`src/rtl/fetch_buffer_pkg.sv`:
```
// fetch_buffer_pkg: shared instruction-word and buffer-entry types for the fetch path
package fetch_buffer_pkg;

    typedef logic [31:0] rv32i_word;

    typedef struct packed {
        rv32i_word instr;
        rv32i_word pc;
    } fb_entry_t;

    localparam int        FB_DEPTH    = 8;
    localparam rv32i_word FB_RESET_PC = 32'h0000_0060;

    function automatic rv32i_word word_align(input rv32i_word a);
        return {a[31:2], 2'b00};
    endfunction

endpackage

```
`src/rtl/fetch_buffer_ptr_ctrl.sv`:
```
// fb_ptr_ctrl: alloc/fill/head pointers, occupancy, and drop accounting for flushed in-flight responses
module fb_ptr_ctrl #(
    parameter int DEPTH = 8,
    parameter int IW    = $clog2(DEPTH),
    parameter int PW    = $clog2(DEPTH) + 1,
    parameter int DW    = $clog2(DEPTH + 1)
) (
    input  logic          clk,
    input  logic          rst_n,
    input  logic          redirect,
    input  logic          req_fire,
    input  logic          resp_valid,
    input  logic          pop,
    output logic [IW-1:0] alloc_idx,
    output logic [IW-1:0] fill_idx,
    output logic [IW-1:0] head_idx,
    output logic          can_req,
    output logic          has_head,
    output logic          fill_we,
    output logic          resp_err
);

    localparam logic [PW-1:0] ONE = PW'(1);

    logic [PW-1:0] alloc_q, fill_q, head_q;
    logic [PW-1:0] count, outstanding;
    logic [DW-1:0] drop_q, drop_d, in_flight;
    logic          resp_lost;

    assign count       = alloc_q - head_q;
    assign outstanding = alloc_q - fill_q;
    assign alloc_idx   = alloc_q[IW-1:0];
    assign fill_idx    = fill_q[IW-1:0];
    assign head_idx    = head_q[IW-1:0];
    assign can_req     = count < PW'(DEPTH);
    assign has_head    = head_q != fill_q;

    // Route each response: drain pending drops first, then fill, else flag it as unexpected
    always_comb begin
        in_flight = drop_q + DW'(outstanding);
        fill_we   = resp_valid & ~redirect & (drop_q == '0) & (outstanding != '0);
        resp_lost = resp_valid & (redirect ? (in_flight == '0)
                                           : ((drop_q == '0) & (outstanding == '0)));
        drop_d    = redirect ? in_flight - DW'(resp_valid & (in_flight != '0))
                             : drop_q - DW'(resp_valid & (drop_q != '0));
    end

    // Pointer and drop-counter state; a redirect empties the buffer and converts in-flight work to drops
    always_ff @(posedge clk or negedge rst_n) begin
        if (!rst_n) begin
            alloc_q  <= '0;
            fill_q   <= '0;
            head_q   <= '0;
            drop_q   <= '0;
            resp_err <= 1'b0;
        end else begin
            drop_q <= drop_d;
            if (resp_lost) resp_err <= 1'b1;
            if (redirect) begin
                alloc_q <= '0;
                fill_q  <= '0;
                head_q  <= '0;
            end else begin
                if (req_fire) alloc_q <= alloc_q + ONE;
                if (fill_we)  fill_q  <= fill_q + ONE;
                if (pop)      head_q  <= head_q + ONE;
            end
        end
    end

endmodule

```
`src/rtl/fetch_buffer.sv`:
```
// fetch_buffer: sequential PC generation, I-cache request issue, and in-order instr/pc buffering for decode
module fetch_buffer
    import fetch_buffer_pkg::*;
#(
    parameter int        DEPTH    = FB_DEPTH,
    parameter rv32i_word RESET_PC = FB_RESET_PC
) (
    input  logic        clk,
    input  logic        rst_n,
    output logic        req_valid,
    input  logic        req_ready,
    output logic [31:0] req_pc,
    input  logic        resp_valid,
    input  logic [31:0] resp_instr,
    input  logic        redirect_valid,
    input  logic [31:0] redirect_pc,
    output logic        dec_valid,
    input  logic        dec_ready,
    output logic [31:0] dec_instr,
    output logic [31:0] dec_pc,
    output logic        resp_err
);

    localparam int IW = $clog2(DEPTH);

    if (DEPTH < 2 || (DEPTH & (DEPTH - 1)) != 0) begin : g_depth_check
        $error("fetch_buffer: DEPTH must be a power of 2 and at least 2");
    end

    rv32i_word     pc_q;
    logic          live_q;
    fb_entry_t     mem [DEPTH];
    logic [IW-1:0] alloc_idx, fill_idx, head_idx;
    logic          can_req, has_head, fill_we, req_fire, pop;

    assign req_valid = live_q & can_req & ~redirect_valid;
    assign dec_valid = live_q & has_head & ~redirect_valid;
    assign req_fire  = req_valid & req_ready;
    assign pop       = dec_valid & dec_ready;
    assign req_pc    = pc_q;
    assign dec_instr = mem[head_idx].instr;
    assign dec_pc    = mem[head_idx].pc;

    fb_ptr_ctrl #(.DEPTH(DEPTH)) u_ptr (
        .clk       (clk),
        .rst_n     (rst_n),
        .redirect  (redirect_valid),
        .req_fire  (req_fire),
        .resp_valid(resp_valid),
        .pop       (pop),
        .alloc_idx (alloc_idx),
        .fill_idx  (fill_idx),
        .head_idx  (head_idx),
        .can_req   (can_req),
        .has_head  (has_head),
        .fill_we   (fill_we),
        .resp_err  (resp_err)
    );

    // Fetch PC advances per accepted request; live_q holds off traffic for the first cycle out of reset
    always_ff @(posedge clk or negedge rst_n) begin
        if (!rst_n) begin
            pc_q   <= RESET_PC;
            live_q <= 1'b0;
        end else begin
            live_q <= 1'b1;
            if (redirect_valid) pc_q <= word_align(redirect_pc);
            else if (req_fire)  pc_q <= pc_q + 32'd4;
        end
    end

    // Entry storage is unreset; pointers decide which slots hold meaningful data
    always_ff @(posedge clk) begin
        if (req_fire) mem[alloc_idx].pc <= pc_q;
        if (fill_we)  mem[fill_idx].instr <= resp_instr;
    end

endmodule

```
`config.mk`:
```
export PLATFORM = sky130hd
export DESIGN_NAME = fetch_buffer
export DESIGN_NICKNAME = d
export VERILOG_FILES = /design/src/rtl/fetch_buffer_pkg.sv /design/src/rtl/fetch_buffer_ptr_ctrl.sv /design/src/rtl/fetch_buffer.sv
export SDC_FILE = /design/constraint.sdc
export NUM_CORES = 1
export LEC_CHECK = 0
export CORE_MARGIN = 2
export CORE_UTILIZATION = 53
export CTS_CLUSTER_SIZE = 16
export DETAILED_ROUTE_END_ITERATION = 8
export GPL_ROUTABILITY_DRIVEN = 1
export HOLD_SLACK_MARGIN = 0.15
export PLACE_DENSITY = 0.74
export SETUP_SLACK_MARGIN = 0.2
export SLEW_MARGIN = 10
export SYNTH_ARGS = -nofsm -noshare
export SYNTH_HDL_FRONTEND = slang
export SYNTH_HIERARCHICAL = 1
export SYNTH_SLANG_ARGS = --single-unit
```
`constraint.sdc`:
```
create_clock -name clk -period 5 [get_ports clk]
set_input_delay 0.75 -clock clk [delete_from_list [all_inputs] [get_ports clk]]
set_output_delay 0.75 -clock clk [all_outputs]
set_load 0.02 [all_outputs]
```
Word level (Yosys, flattened, before mapping)
Memories as Yosys holds them, arrays and structs flattened.
Cells that the tools add are included.

operators by class
  equal/unequal tests = 1
  reduce and logical (&&, ||, !) cells = 9
  $add $sub $neg = 9
  multiply operators = 0
  magnitude comparators = 1
  bitwise logic cells = 14
  div/mod/pow operators = 0
  multiplexer cells = 14
  shift operators = 0

operators with widths
  operator                                                          number
  32-bit two-way mux                                                2
  32-bit by 3-bit adder with 32-bit output (second input constant)  1
  4-bit two-way mux                                                 7
  4-bit subtractor                                                  4
  1-bit AND                                                         13
  4-bit by 1-bit adder with 4-bit output (second input constant)    3
  4-bit zero test                                                   3
  4-bit nonzero test                                                3
  2-bit nonzero test                                                3
  1-bit two-way mux                                                 5
  4-bit adder                                                       1
  4-bit < comparator (second input constant)                        1
  4-bit inequality test                                             1
  1-bit inverter                                                    1

word-level totals
  bits in writable memories = 512
  flip-flop bits (word level) = 50
  memory bits (read-only) = 0
  bits of input ports = 70
  word-level logic and storage cells = 56
  memories kept = 1
  bits in latches = 0
  output and inout port bits = 99

memories
  memory  words  width  read ports  clocked after Yosys merged registers in  wr ports  RTL line            text
  mem     8      64     1           0                                        2         fetch_buffer.sv:32  fb_entry_t mem [DEPTH];

Longest topological paths before layout
  depth in word-level cells = 7
  gate-level depth with buffers = 14
  depth with buffers taken out = 14

Cells and area by module
Netlist, hierarchy kept.

modules (own cells, without submodules)
  module        area an instance (sq um)  cells each  instances  seq. area each (sq um)
  fetch_buffer  20734.9                   983         1          15672.5
  fb_ptr_ctrl   1323.8                    134         1          425.4

Worst setup path after synthesis
OpenSTA, ideal clock, no wires.

  path type = flip-flop to flip-flop
  start = register u_ptr.alloc_q[1]
  end = memory mem[0][10] (netlist name), enable pin
  stages on the path, launching flop included = 8
  setup slack = -0.095 ns
  setup time = 0.492 ns
  path buffers = 1
  period minus slack after synthesis = 5.095 ns
  arrival = 4.603 ns
  data required time = 4.508 ns
  cells stage by stage = dfrtp_1 -> ha_1 -> a21o_1 -> a21oi_1 -> xnor2_1 -> nand4b_2 -> clkbuf_1 -> nor4_1

RTL lines
  what                    RTL line                     text
  from (decl)             fetch_buffer_ptr_ctrl.sv:25  logic [PW-1:0] alloc_q, fill_q, head_q;
  from (signal assigned)  fetch_buffer_ptr_ctrl.sv:64  if (req_fire) alloc_q <= alloc_q + ONE;
  to (decl)               fetch_buffer.sv:32

Worst setup path after layout
  start = register u_ptr.head_q[0]
  end = output port dec_instr[20]

between the ends
  longest elaborated chain between the ends = 1

RTL lines
  what                    RTL line                     text
  from (decl)             fetch_buffer_ptr_ctrl.sv:25
  from (signal assigned)  fetch_buffer_ptr_ctrl.sv:66  if (pop) head_q <= head_q + ONE;
  memory 8 x 64 bit       --
  to (decl)               fetch_buffer.sv:19           output logic [31:0] dec_instr,

Every way passes these cells.

==> qor.yml <==
status: "complete, no violations"
pwr-share-clk_pct: 40.6
grt_setup_unrepaired: "no"
area_growth_pct: 18.4
synthDistinctLibCells: 65
skew_ps: 10.4
clk_pin_slew_ps: 60
syn_avg_cell_area_um2: 19.7
synth_flop_cell: "edfxtp_1"
top_usage_layer: "met2"
drt_iter0_drc: 930
hold_buffers: 0
critPathMaxFanout: 50
start_util_pct: 53.9
cp-end-kind: "output pin"
peakVddDrop_mv: 0.353
slew_headroom_pct: 40.2
postSynthCellCount: 1117
clk-insertion-delay-late_ps: 580
grt_pass1_wl_um: 70100
cts_tree: "yes"
start_kind: "register"
mostFrequentLayoutCells: "edfxtp_1, clkdlybuf4s50_1, mux4_2, mux2_2, clkbuf_16"
p_int_mw: 7.50
tightest_slew_ps: 897
rows: 74
final_antenna_net_count: 0
grtUsageMet3_pct: 3.67
synth_top_area_share_pct: 67.5
avgRoutedWirePerCell_um: 24.0
hold_viol: 0
criticalPathCategory: "register to output pin"
comb_power_share_pct: 4.8
synthArstFlopShare_pct: 8.82
swShare_pct: 20.8
antenna_found_initial: 0
cp.arrival_ps: 3490
grt_overflow: 0
post_cts_buffers: 0
viasPerCell: 5.97
yosysTopAreaCell: "edfxtp_1"
ios: 169
antenna_cells: 0
routed-via-count: 11200
fin_area_um2: 26100
first_global_vias: 11700
hold_class: "input port to async pin"
finalSetupViolCount: 0
cts_resized: 0
ys_seq_elements: 544
die_h_um: 208
synthesis.area_um2: 22100
totalWireLength_um: 45200
coreArea_um2: 40900
first_pass_iters: 6
cap_viol_max_count: 0
p_leak_nw: 8.35
fin_crit_sh_pct: 84.8
post-dp-hpwl_um: 25800
placed_cell_area_um2: 24400
grt_max_degree: 129
yosys_warnings: 6
fmax_mhz: 236
htreeDepth: 2
setup_tns_ps: 0
dieWidth_um: 208
period_needed_ps: 4240
grt.met1_usage_pct: 30.6
yosysSeqAreaShare_pct: 73.0
fin_nets: 1393
power_frac_seq_pct: 54.6
synth-edff-count: 496
gp_routability_congestion: 0.863
numCtsBuffers: 54
ys_top_cells_by_area: "edfxtp_1, mux4_2, dfrtp_1, mux2_2, ha_1"
layout_commonest_cell: "edfxtp_1"
final_layout_size_suffix_gt1_share_pct: 24.0
grt_use_total_pct: 21.3
switching_power_mw: 1.97
required_ps: 4250
port_buffers: 162
dieArea_um2: 43300
cts_root_buf: "clkbuf_16"
clock_sinks: 544
p_per_area_nw_per_um2: 363
drv_slew: 0
clockBufferDepth: 3
drc: 0
gr-usage-met2_pct: 34.5
per-stage QoR:
stage               instances  hold slack (ps)  utilization, %  power (mW)  setup slack [ps]
floorplan                1120              454               -        5.47               582
global placement         1781              464            59.7        5.70              1320
detailed placement       1781              474            59.7        5.72              1290
CTS                      1880              298            63.8        9.56               642
global route             1880              339            63.8        9.80               545
finish                   1880              294            63.8        9.48               762
synthesized netlist by cell type, types with 5 or more instances:
cell type / instances
mux4_2: 124
xor2_1: 10
nand4_1: 15
a31oi_1: 5
inv_1: 16
and2_1: 5
xnor2_1: 13
mux2_2: 62
clkbuf_1: 24
nand2_1: 53
edfxtp_1: 496
ha_1: 16
nand3_1: 12
o21ai_0: 13
nor2_1: 39
buf_2: 9
and4_1: 7
nor3_1: 13
a21oi_1: 6
nor4_1: 8
dfrtp_1: 46
nand2b_1: 5
o211ai_1: 10
buf_4: 20
buf_1: 7
mux2i_1: 6
o311ai_0: 5
and3_1: 8
per-layer routing:
layer,up-vias,part of all wire [%]
met1,5786,42
met5,-,0
li1,4942,-
met2,427,49
met4,0,1.8
met3,73,6.5
logic make-up after synthesis:
logic type	share of synthesized area [%]
flops	73.0
mux	16.1
simple gates	4.66
buf+inv	1.77
compound gates	2.30
xor+xnor	1.02
fa+ha+maj	1.09
other cells	0.0340
cell type report:
type	instances	area, um^2
flip-flops and latches	544	16100
fillers	2788	14800
multi-input cells	497	5690
repair buffers	190	1900
clock buffers	78	1550
well taps	532	666
clock inverters	21	145
inverters	18	67.6
worst max-delay path: stages (launching register included):
cell	delay, ps
dfrtp_4	650
buf_12	410
buf_4	420
mux4_2	560
mux2_2	310
clkdlybuf4s50_1	540
final timing paths:
check                                        startpoint                     endpoint  slack (ps)  cells after the start
setup / recovery            u_ptr/head_q[0]$_DFFE_PN0P_                dec_instr[20]         760                      5
hold / removal                                    rst_n    u_ptr/drop_q[0]$_DFF_PN0_         290                      2
setup reg to reg           u_ptr/alloc_q[1]$_DFFE_PN0P_         mem[2][30]$_DFFE_PP_        1350                      9
hold reg to reg              u_ptr/resp_err$_DFFE_PN0P_   u_ptr/resp_err$_DFFE_PN0P_         480                      2
max in group asynchronous                         rst_n  u_ptr/head_q[2]$_DFFE_PN0P_        4200                      2
min in group clk             u_ptr/resp_err$_DFFE_PN0P_   u_ptr/resp_err$_DFFE_PN0P_         480                      2
power groups by stage:
| stage | Combinational (mW) | Clock, mW | Sequential (mW) |
|---|---|---|---|
| finish | 0.452 | 3.85 | 5.18 |
| global route | 0.496 | 4.12 | 5.19 |
| CTS | 0.456 | 3.93 | 5.17 |
| detailed placement | 0.453 | 0 | 5.27 |
| global placement | 0.442 | 0 | 5.26 |
| floorplan | 0.215 | 0 | 5.25 |
flip-flops by register name, indices dropped and copies added, names as in the netlist:
register	flops
mem	496
req_pc	30
u_ptr/alloc_q	4
u_ptr/fill_q	4
u_ptr/drop_q	4
u_ptr/resp_err	1
live_q	1
u_ptr/head_q	4
Power figures use the tool's default switching activity.
